**src/rtl/colparity_controller.sv**
```systemverilog
// Control FSM for the column-parity datapath: loads Count slices, runs one parity pass per
// slice, streams the results out, then pulses done.
module colparity_controller #(
  parameter int unsigned Count = 64
) (
  input  logic clk,
  input  logic rst,
  input  logic start,
  input  logic inValid,
  output logic inReady,
  input  logic outReady,
  output logic outValid,
  output logic busy,
  output logic done,
  input  logic sliceCntCo,
  input  logic matCntCo,
  input  logic colCntCo,
  output logic adrSrc,
  output logic regSrc,
  output logic sliceCntEn,
  output logic sliceCntClr,
  output logic memRead,
  output logic memWrite,
  output logic regLd,
  output logic regClr,
  output logic regShfR,
  output logic xorSrc,
  output logic matCntEn,
  output logic matCntClr,
  output logic colCntEn,
  output logic colCntClr,
  output logic colRegShR,
  output logic colRegClr,
  output logic PDParLd,
  output logic PDParClr
);

  // The slice counter carry-out lives in the datapath; Count only has to be sane here.
  if (Count < 2) begin : gen_count_check
    $error("colparity_controller: Count must be at least 2");
  end

  localparam logic [3:0] StIdle = 4'd0;
  localparam logic [3:0] StInit = 4'd1;
  localparam logic [3:0] StLdIn = 4'd2;
  localparam logic [3:0] StLdWr = 4'd3;
  localparam logic [3:0] StCRd  = 4'd4;
  localparam logic [3:0] StCShf = 4'd5;
  localparam logic [3:0] StCPar = 4'd6;
  localparam logic [3:0] StCWr  = 4'd7;
  localparam logic [3:0] StOut  = 4'd8;
  localparam logic [3:0] StDone = 4'd9;

  logic [3:0] state_q, state_d;
  logic       first_slice_q, first_slice_d;

  always_ff @(posedge clk) begin
    if (rst) begin
      state_q       <= StIdle;
      first_slice_q <= 1'b1;
    end else begin
      state_q       <= state_d;
      first_slice_q <= first_slice_d;
    end
  end

  always_comb begin
    state_d       = state_q;
    first_slice_d = first_slice_q;
    inReady       = 1'b0;
    outValid      = 1'b0;
    busy          = 1'b1;
    done          = 1'b0;
    adrSrc        = 1'b0;
    regSrc        = 1'b0;
    sliceCntEn    = 1'b0;
    sliceCntClr   = 1'b0;
    memRead       = 1'b0;
    memWrite      = 1'b0;
    regLd         = 1'b0;
    regClr        = 1'b0;
    regShfR       = 1'b0;
    xorSrc        = 1'b0;
    matCntEn      = 1'b0;
    matCntClr     = 1'b0;
    colCntEn      = 1'b0;
    colCntClr     = 1'b0;
    colRegShR     = 1'b0;
    colRegClr     = 1'b0;
    PDParLd       = 1'b0;
    PDParClr      = 1'b0;

    case (state_q)
      StIdle: begin
        busy = 1'b0;
        if (start) state_d = StInit;
      end
      StInit: begin
        sliceCntClr   = 1'b1;
        matCntClr     = 1'b1;
        colCntClr     = 1'b1;
        colRegClr     = 1'b1;
        PDParClr      = 1'b1;
        regClr        = 1'b1;
        first_slice_d = 1'b1;
        state_d       = StLdIn;
      end
      StLdIn: begin
        inReady = 1'b1;
        if (inValid) begin
          regLd   = 1'b1;
          state_d = StLdWr;
        end
      end
      StLdWr: begin
        memWrite   = 1'b1;
        sliceCntEn = 1'b1;
        state_d    = sliceCntCo ? StCRd : StLdIn;
      end
      StCRd: begin
        memRead = 1'b1;
        regSrc  = 1'b1;
        regLd   = 1'b1;
        state_d = StCShf;
      end
      StCShf: begin
        regShfR   = 1'b1;
        matCntEn  = 1'b1;
        colCntEn  = 1'b1;
        xorSrc    = first_slice_q;
        // Column register shifts in the same cycle the column counter reaches its last bit.
        colRegShR = colCntCo;
        if (matCntCo) state_d = StCPar;
      end
      StCPar: begin
        PDParLd       = 1'b1;
        first_slice_d = 1'b0;
        state_d       = StCWr;
      end
      StCWr: begin
        memWrite   = 1'b1;
        sliceCntEn = 1'b1;
        state_d    = sliceCntCo ? StOut : StCRd;
      end
      StOut: begin
        memRead  = 1'b1;
        outValid = 1'b1;
        if (outReady) begin
          sliceCntEn = 1'b1;
          if (sliceCntCo) state_d = StDone;
        end
      end
      StDone: begin
        done    = 1'b1;
        state_d = StIdle;
      end
      default: begin
        busy    = 1'b0;
        state_d = StIdle;
      end
    endcase
  end

endmodule

```
**config.mk**
```make
export PLATFORM = sky130hd
export DESIGN_NAME = colparity_controller
export DESIGN_NICKNAME = d
export VERILOG_FILES = /design/src/rtl/colparity_controller.sv
export SDC_FILE = /design/constraint.sdc
export NUM_CORES = 1
export LEC_CHECK = 0
export BUFFER_PORTS_ARGS = -buffer_cell sky130_fd_sc_hd__buf_2
export CELL_PAD_IN_SITES_DETAIL_PLACEMENT = 0
export CELL_PAD_IN_SITES_GLOBAL_PLACEMENT = 1
export CORE_MARGIN = 4
export CORE_UTILIZATION = 27
export CTS_CLUSTER_SIZE = 25
export DETAILED_ROUTE_END_ITERATION = 16
export HOLD_SLACK_MARGIN = 0.15
export PLACE_DENSITY = 0.81
export SLEW_MARGIN = 10
export SYNTH_ARGS = -nofsm -noshare
export SYNTH_HDL_FRONTEND = slang
export SYNTH_SLANG_ARGS = --single-unit
export TNS_END_PERCENT = 5
```
**constraint.sdc**
```tcl
create_clock -name clk -period 1.9 [get_ports clk]
set_clock_uncertainty 0.15 [all_clocks]
set_input_delay 0.38 -clock clk [delete_from_list [all_inputs] [get_ports clk]]
set_output_delay 0.38 -clock clk [all_outputs]
set_load 0.02 [all_outputs]
```
==> impl_metrics.ini, run 1 <==
[status]
status = finished, final reports clean

[logic_synthesis]
syn_inst = 64
yosys.area_share.simple_pct = 41.3
netlist_area_um2 = 482
async_reset_ff_share_pct = 0
muxShareOfSynthArea_pct = 2.34
synth_ff_type = dfxtp_1
synthTopCellsByArea = dfxtp_1 (21%), buf_4 (14%), nor3_1 (8.3%)
synth.yosys.warnings = 0
synth_edf_count = 0
synth_top_family_by_area = simple AND/OR/NAND/NOR gates
avgSynthCellArea_um2 = 7.53
synth-xor-area-share_pct = 1.82
ys_seq_area_share_pct = 20.8
synth_adder_area_share_pct = 0
synth_compound_area_share_pct = 13.0
ys_ff_latch = 5
yosysTopAreaCell = dfxtp_1
synth_top_area_share_pct = 20.8
synth.net_count = 72
synthTopCellsByCount = buf_4 (9), nor2_1 (9), nor3_1 (8)
ys_types = 29

[pwr]
p_int_mw = 0.308
p_per_area_nw_per_um2 = 860
seq_power_share_pct = 26.0
p_total_mw = 0.566
netSwitchingFraction_pct = 45.6
p_leak_nw = 0.350
comb_power_share_pct = 52.4
switchingPower_mw = 0.258
vdd_drop_max_uv = 407
clockPowerShare_pct = 21.5

[finish]
regArea_um2 = 106
utilization_pct = 38.5
synthToLayoutAreaGrowth_pct = 36.6
nFillCells = 176
fin_cells = 113
n_antenna_cell = 0
multiInputGateArea_um2 = 312
finalNetCount = 97
drive_above_1_share_pct = 53.4
design_area_um2 = 658

[die]
ios = 30
rows = 15
dieArea_um2 = 2520
die_h_um = 50.2
core-area_um2 = 1710
initial_core_util_pct = 28.2
fp.dieW_um = 50.2

[critical_path]
r2r_end = state_q[0]
critical_path.max_stage_delay_ps = 380
crit_top_cell = buf_4
rr_worst_depth = 5
reg2reg_from = state_q[2]
critPathLaunchType = flop
crit_chain = buf_4 -> nor4b_2 -> buf_4
ff2ff_setup_slack_ps = 270
worstPathArrival_ps = 1340
cp.required_ps = 1370
crit_path_max_fanout = 8
cpMaxStageDelayCell = dfxtp_4
critPathKind = flop to output port
worstSetupStartpoint = state_q[2]
worstSetupEndpointType = output port

[global_route]
grt_max_degree = 10
grt_pass1_wl_mm = 1.82
grt_antenna_before_repair = 0
grt_overflow = 0
grt_usage_pct = 9.42
grt_pass1_vias = 438

[cts]
clk_root_buffer_cell = clkbuf_4
cts_buffer_depth = 2
clkLatencyLatePin_ps = 240
cts.clk_slew.worst_paths_ps = 40
clock-sinks = 5
cts_tree = yes
cts_made_buffers = 3
cts_max_level = 1

[timing]
fin_tns_setup_ps = 0
finalSetupViolations = 0
min_period_over_period_pct = 98.6
finalHoldViolCount = 0
final.min_clock_period_ps = 1870
clock.fmax_ghz = 0.534
drv_slew = 0
fin_hold_ws_ps = 245
layout_setup_ws_ps = 26.2
rsz0062_at_grt = true

[placement]
gp_congestion = 0.720
io_buffers = 28
placed_cell_area_um2 = 599
dpl.hpwl_mm = 1.01
place_ws_ps = 144
dp_cells = 109

[run]
max-cap-violations = 0

[min_path]
min-delay-start = rst
holdPathStages = 2
hold_path_class = input port to flop
hold_end = state_q[2]

[drt]
postRouteAntennaNets = 0
firstDrtPassIters = 4
drt_iter0_drc = 8
vias = 513
route.detailed.drc = 0
routed_wl_mm = 1.28
avgViaCountPerCell = 4.54
wire_per_inst_um = 11.3
[how the worst max path moves through the flow]
stage / to / slack [ps] / depth (start not counted)
floorplan: colCntClr / -20 / 4
global route: regClr / -20 / 3
finish: inReady / 30 / 3
global placement: regLd / 210 / 3
CTS: inReady / 1 / 3
detailed placement: colRegShR / 140 / 4
[power by group through the flow]
stage          sequential, mW  combinational (mW)  clock, mW
3_5_place_dp            0.146               0.285          0
2_1_floorplan           0.135               0.253          0
3_3_place_gp            0.146               0.283          0
5_1_grt                 0.149               0.321      0.133
4_1_cts                 0.147               0.286      0.125
6_report                0.147               0.297      0.122
[cells by family after synthesis]
group / Yosys count
compound gates: 8
xor+xnor: 1
buf+inv: 14
simple gates: 34
flops: 5
mux: 1
other cells: 1
[repair_timing]
item | 4_1_cts | 5_1_grt
setup endpoints to repair | 15 | 12
hold buffers | 0 | 0
pin swaps | 0 | 0
setup buffers | 0 | 0
resized for setup | 3 | 8
[layout make-up]
class	instances	share of cell area, %
Timing Repair Buffer	32	26.6
Inverter	2	1.14
Tap cell	25	4.75
Multi-Input combinational cell	45	47.3
Sequential cell	5	16.2
Clock buffer	4	3.99
[worst max-delay path, delay by kind of cell (launching register included)]
kind                   cells  cell delay [ps]
buffers and inverters      2              370
flip-flops                 1              380
AND/OR/NAND/NOR            1              350
[metal layers]
metal | up-vias | track usage, % | wire, um
li1 | 258 | - | -
met1 | 224 | 10.2 | 561
met2 | 29 | 16.3 | 568
met3 | 2 | 4.15 | 132
met4 | 0 | 2.76 | 14
met5 | - | 0 | 0
[cells in the final DEF, fill, tap and decap left out, drive strengths merged]
cell / count
nand3: 1
nand2b: 4
nor3b: 1
inv: 2
clkbuf: 4
a311o: 1
and2: 1
o21ai: 2
xor2: 1
a21o: 1
o211a: 1
nor4b: 2
nor2: 9
nand2: 5
nor4: 1
and3b: 1
dfxtp: 5
mux2: 1
o21ba: 1
o21a: 1
nand4: 1
conb: 1
buf: 32
nor3: 8
a21boi: 1
[registers in the layout (all words and copies together), names as in the netlist]
name and count:
first_slice_q 1, state_q 4
Power figures use the tool's default switching activity.
==> run 2, diff against run 1 <==
--- a/config.mk
+++ b/config.mk
@@ -9,11 +9,12 @@
 export CELL_PAD_IN_SITES_DETAIL_PLACEMENT = 0
 export CELL_PAD_IN_SITES_GLOBAL_PLACEMENT = 1
 export CORE_MARGIN = 4
-export CORE_UTILIZATION = 27
+export CORE_UTILIZATION = 24
 export CTS_CLUSTER_SIZE = 25
 export DETAILED_ROUTE_END_ITERATION = 16
 export HOLD_SLACK_MARGIN = 0.15
-export PLACE_DENSITY = 0.81
+export PLACE_DENSITY = 0.76
+export REMOVE_ABC_BUFFERS = 1
 export SLEW_MARGIN = 10
 export SYNTH_ARGS = -nofsm -noshare
 export SYNTH_HDL_FRONTEND = slang
==> constraint.sdc (replaced) <==
create_clock -name clk -period 1.7 [get_ports clk]
set_clock_uncertainty 0.15 [all_clocks]
set_input_delay 0.34 -clock clk [delete_from_list [all_inputs] [get_ports clk]]
set_output_delay 0.34 -clock clk [all_outputs]
set_load 0.02 [all_outputs]
==> run 2 against run 1 <==
Compared with the run above:
- the flow now finishes with violations (negative setup slack)
- combinational power rose by 41%
- largest cell class unchanged
- via count rose by 1.4%
- highest routed layer is now met3
- clock power rose by 9%
==> impl_metrics.ini, run 2 (same netlist as run 1, synthesis figures left out) <==
[critical_path]
path_delay_family = flip-flops
worstSetupEndpointType = output port
crit_path_max_fanout = 6
r2r_end = state_q[0]
path_buf_inv = 2
critPathLaunchType = flop
ff2ff_setup_slack_ps = 110
crit_chain = buf_6 -> nor4b_4 -> a21o_1 -> buf_6
critical_path.max_stage_delay_ps = 360
reg2reg_from = state_q[1]
worstPathArrival_ps = 1300
endpoint = sliceCntEn
crit_top_cell = buf_6
cp.required_ps = 1210
critPathKind = flop to output port
worst-path-stages = 4
worstSetupStartpoint = state_q[1]
cpMaxStageDelayCell = dfxtp_4
rr_worst_depth = 6

[global_route]
grtUsageMet1_pct = 10.5
grt.busiest_layer = met2
met2_usage_pct = 17.1
grt_overflow = 0
grt_pass1_vias = 486
grt_antenna_before_repair = 0
grt_usage_pct = 9.97
grt_max_degree = 11
grt_pass1_wl_mm = 2.04
gr-usage-met3_pct = 4.56

[die]
die_h_um = 52.8
fp.dieW_um = 52.8
rows = 15
core-area_um2 = 1820
dieArea_um2 = 2790
initial_core_util_pct = 26.5
ios = 30

[finish]
design_area_um2 = 769
synthToLayoutAreaGrowth_pct = 59.7
final_common_cell = buf_2
top_regs = state_q x4, first_slice_q x1
fin_cells = 118
finalNetCount = 102
drive_above_1_share_pct = 59.1
largest_reg_flops = 4
most-common-layout-cells = buf_2 (17), buf_4 (15), nor3_1 (7), nor2_1 (7)
n_antenna_cell = 0
regMostFlops = state_q
nFillCells = 181

[placement]
dp_cells = 113
io_buffers = 28
gp_congestion = 0.807
dpl.hpwl_mm = 1.01
placed_cell_area_um2 = 637
place_ws_ps = 62.4

[cts]
cts.clk_slew.worst_paths_ps = 40
cts_made_buffers = 3
cts_max_level = 1
cts_tree = yes
cts-hold-fix-buffers = 0
clkLatencyLatePin_ps = 240
cts_buffer_depth = 2
clock-sinks = 5
clk_root_buffer_cell = clkbuf_4

[pwr]
switchingPower_mw = 0.298
p_int_mw = 0.413
p_leak_nw = 0.394
comb_power_share_pct = 58.9
netSwitchingFraction_pct = 41.9
p_per_area_nw_per_um2 = 923
clockPowerShare_pct = 18.7
seq_power_share_pct = 22.4
p_total_mw = 0.711
vdd_drop_max_uv = 304

[run]
max-cap-violations = 0

[timing]
clock.fmax_ghz = 0.558
rsz0062_at_grt = true
drv_slew = 0
min_period_over_period_pct = 105
layout_setup_ws_ps = -92.6
finalHoldViolCount = 0
final.min_clock_period_ps = 1790
fin_tns_setup_ps = -519
finalSetupViolations = 12

[drt]
avgViaCountPerCell = 4.41
vias = 520
wire_per_inst_um = 10.6
routed_wl_mm = 1.25
drt_iter0_drc = 1
route.detailed.drc = 0
postRouteAntennaNets = 0
firstDrtPassIters = 4

[status]
violations = negative setup slack
status = complete, but fails checks

[min_path]
hold_path_class = input port to flop
## run 2: layout make-up
type / instances / area, um2 / area share [%]
clock buffers: 4 / 26.3 / 3.41
inverters: 2 / 7.51 / 0.976
repair buffers: 37 / 263 / 34.1
flip-flops and latches: 5 / 110 / 14.3
multi-input cells: 45 / 332 / 43.1
well taps: 25 / 31.3 / 4.07
## run 2: how the worst min path moves through the flow
stage	start	endpoint	slack (ps)	cells past startpoint
after CTS	rst	state_q[2]	200	2
after global placement	first_slice_q	first_slice_q	330	2
final	rst	state_q[2]	210	2
after floorplan	rst	state_q[2]	270	1
after detailed placement	first_slice_q	first_slice_q	330	2
after global routing	rst	state_q[2]	220	2
## run 2: through the flow
stage                     util [%]  hold WS (ps)
after floorplan                  -           267
after global placement        35.0           333
after detailed placement      35.0           328
after CTS                     40.3           205
after global routing          42.3           221
final                         42.3           215
## run 2: routing by layer
metal,share of wire (%),up-vias,wire [um]
li1,-,270,-
met3,10,0,125
met5,0,-,0
met4,0,0,0
met1,39,232,491
met2,51,18,636
## run 2: power by group through the flow
stage               Clock [mW]  Sequential (mW)  Combinational (mW)
floorplan                    0            0.171               0.186
global placement             0            0.155               0.343
detailed placement           0            0.155               0.342
CTS                      0.139            0.157               0.390
global route             0.152            0.160               0.454
finish                   0.133            0.160               0.418
## run 2: repair_timing
item / 4_1_cts / 5_1_grt
hold endpoints to repair: 0 / 0
pin swaps: 2 / 1
endpoints found under the setup margin: 20 / 20
buffers inserted: 1 / 0
gates resized for setup: 19 / 12
gates cloned: 0 / 0
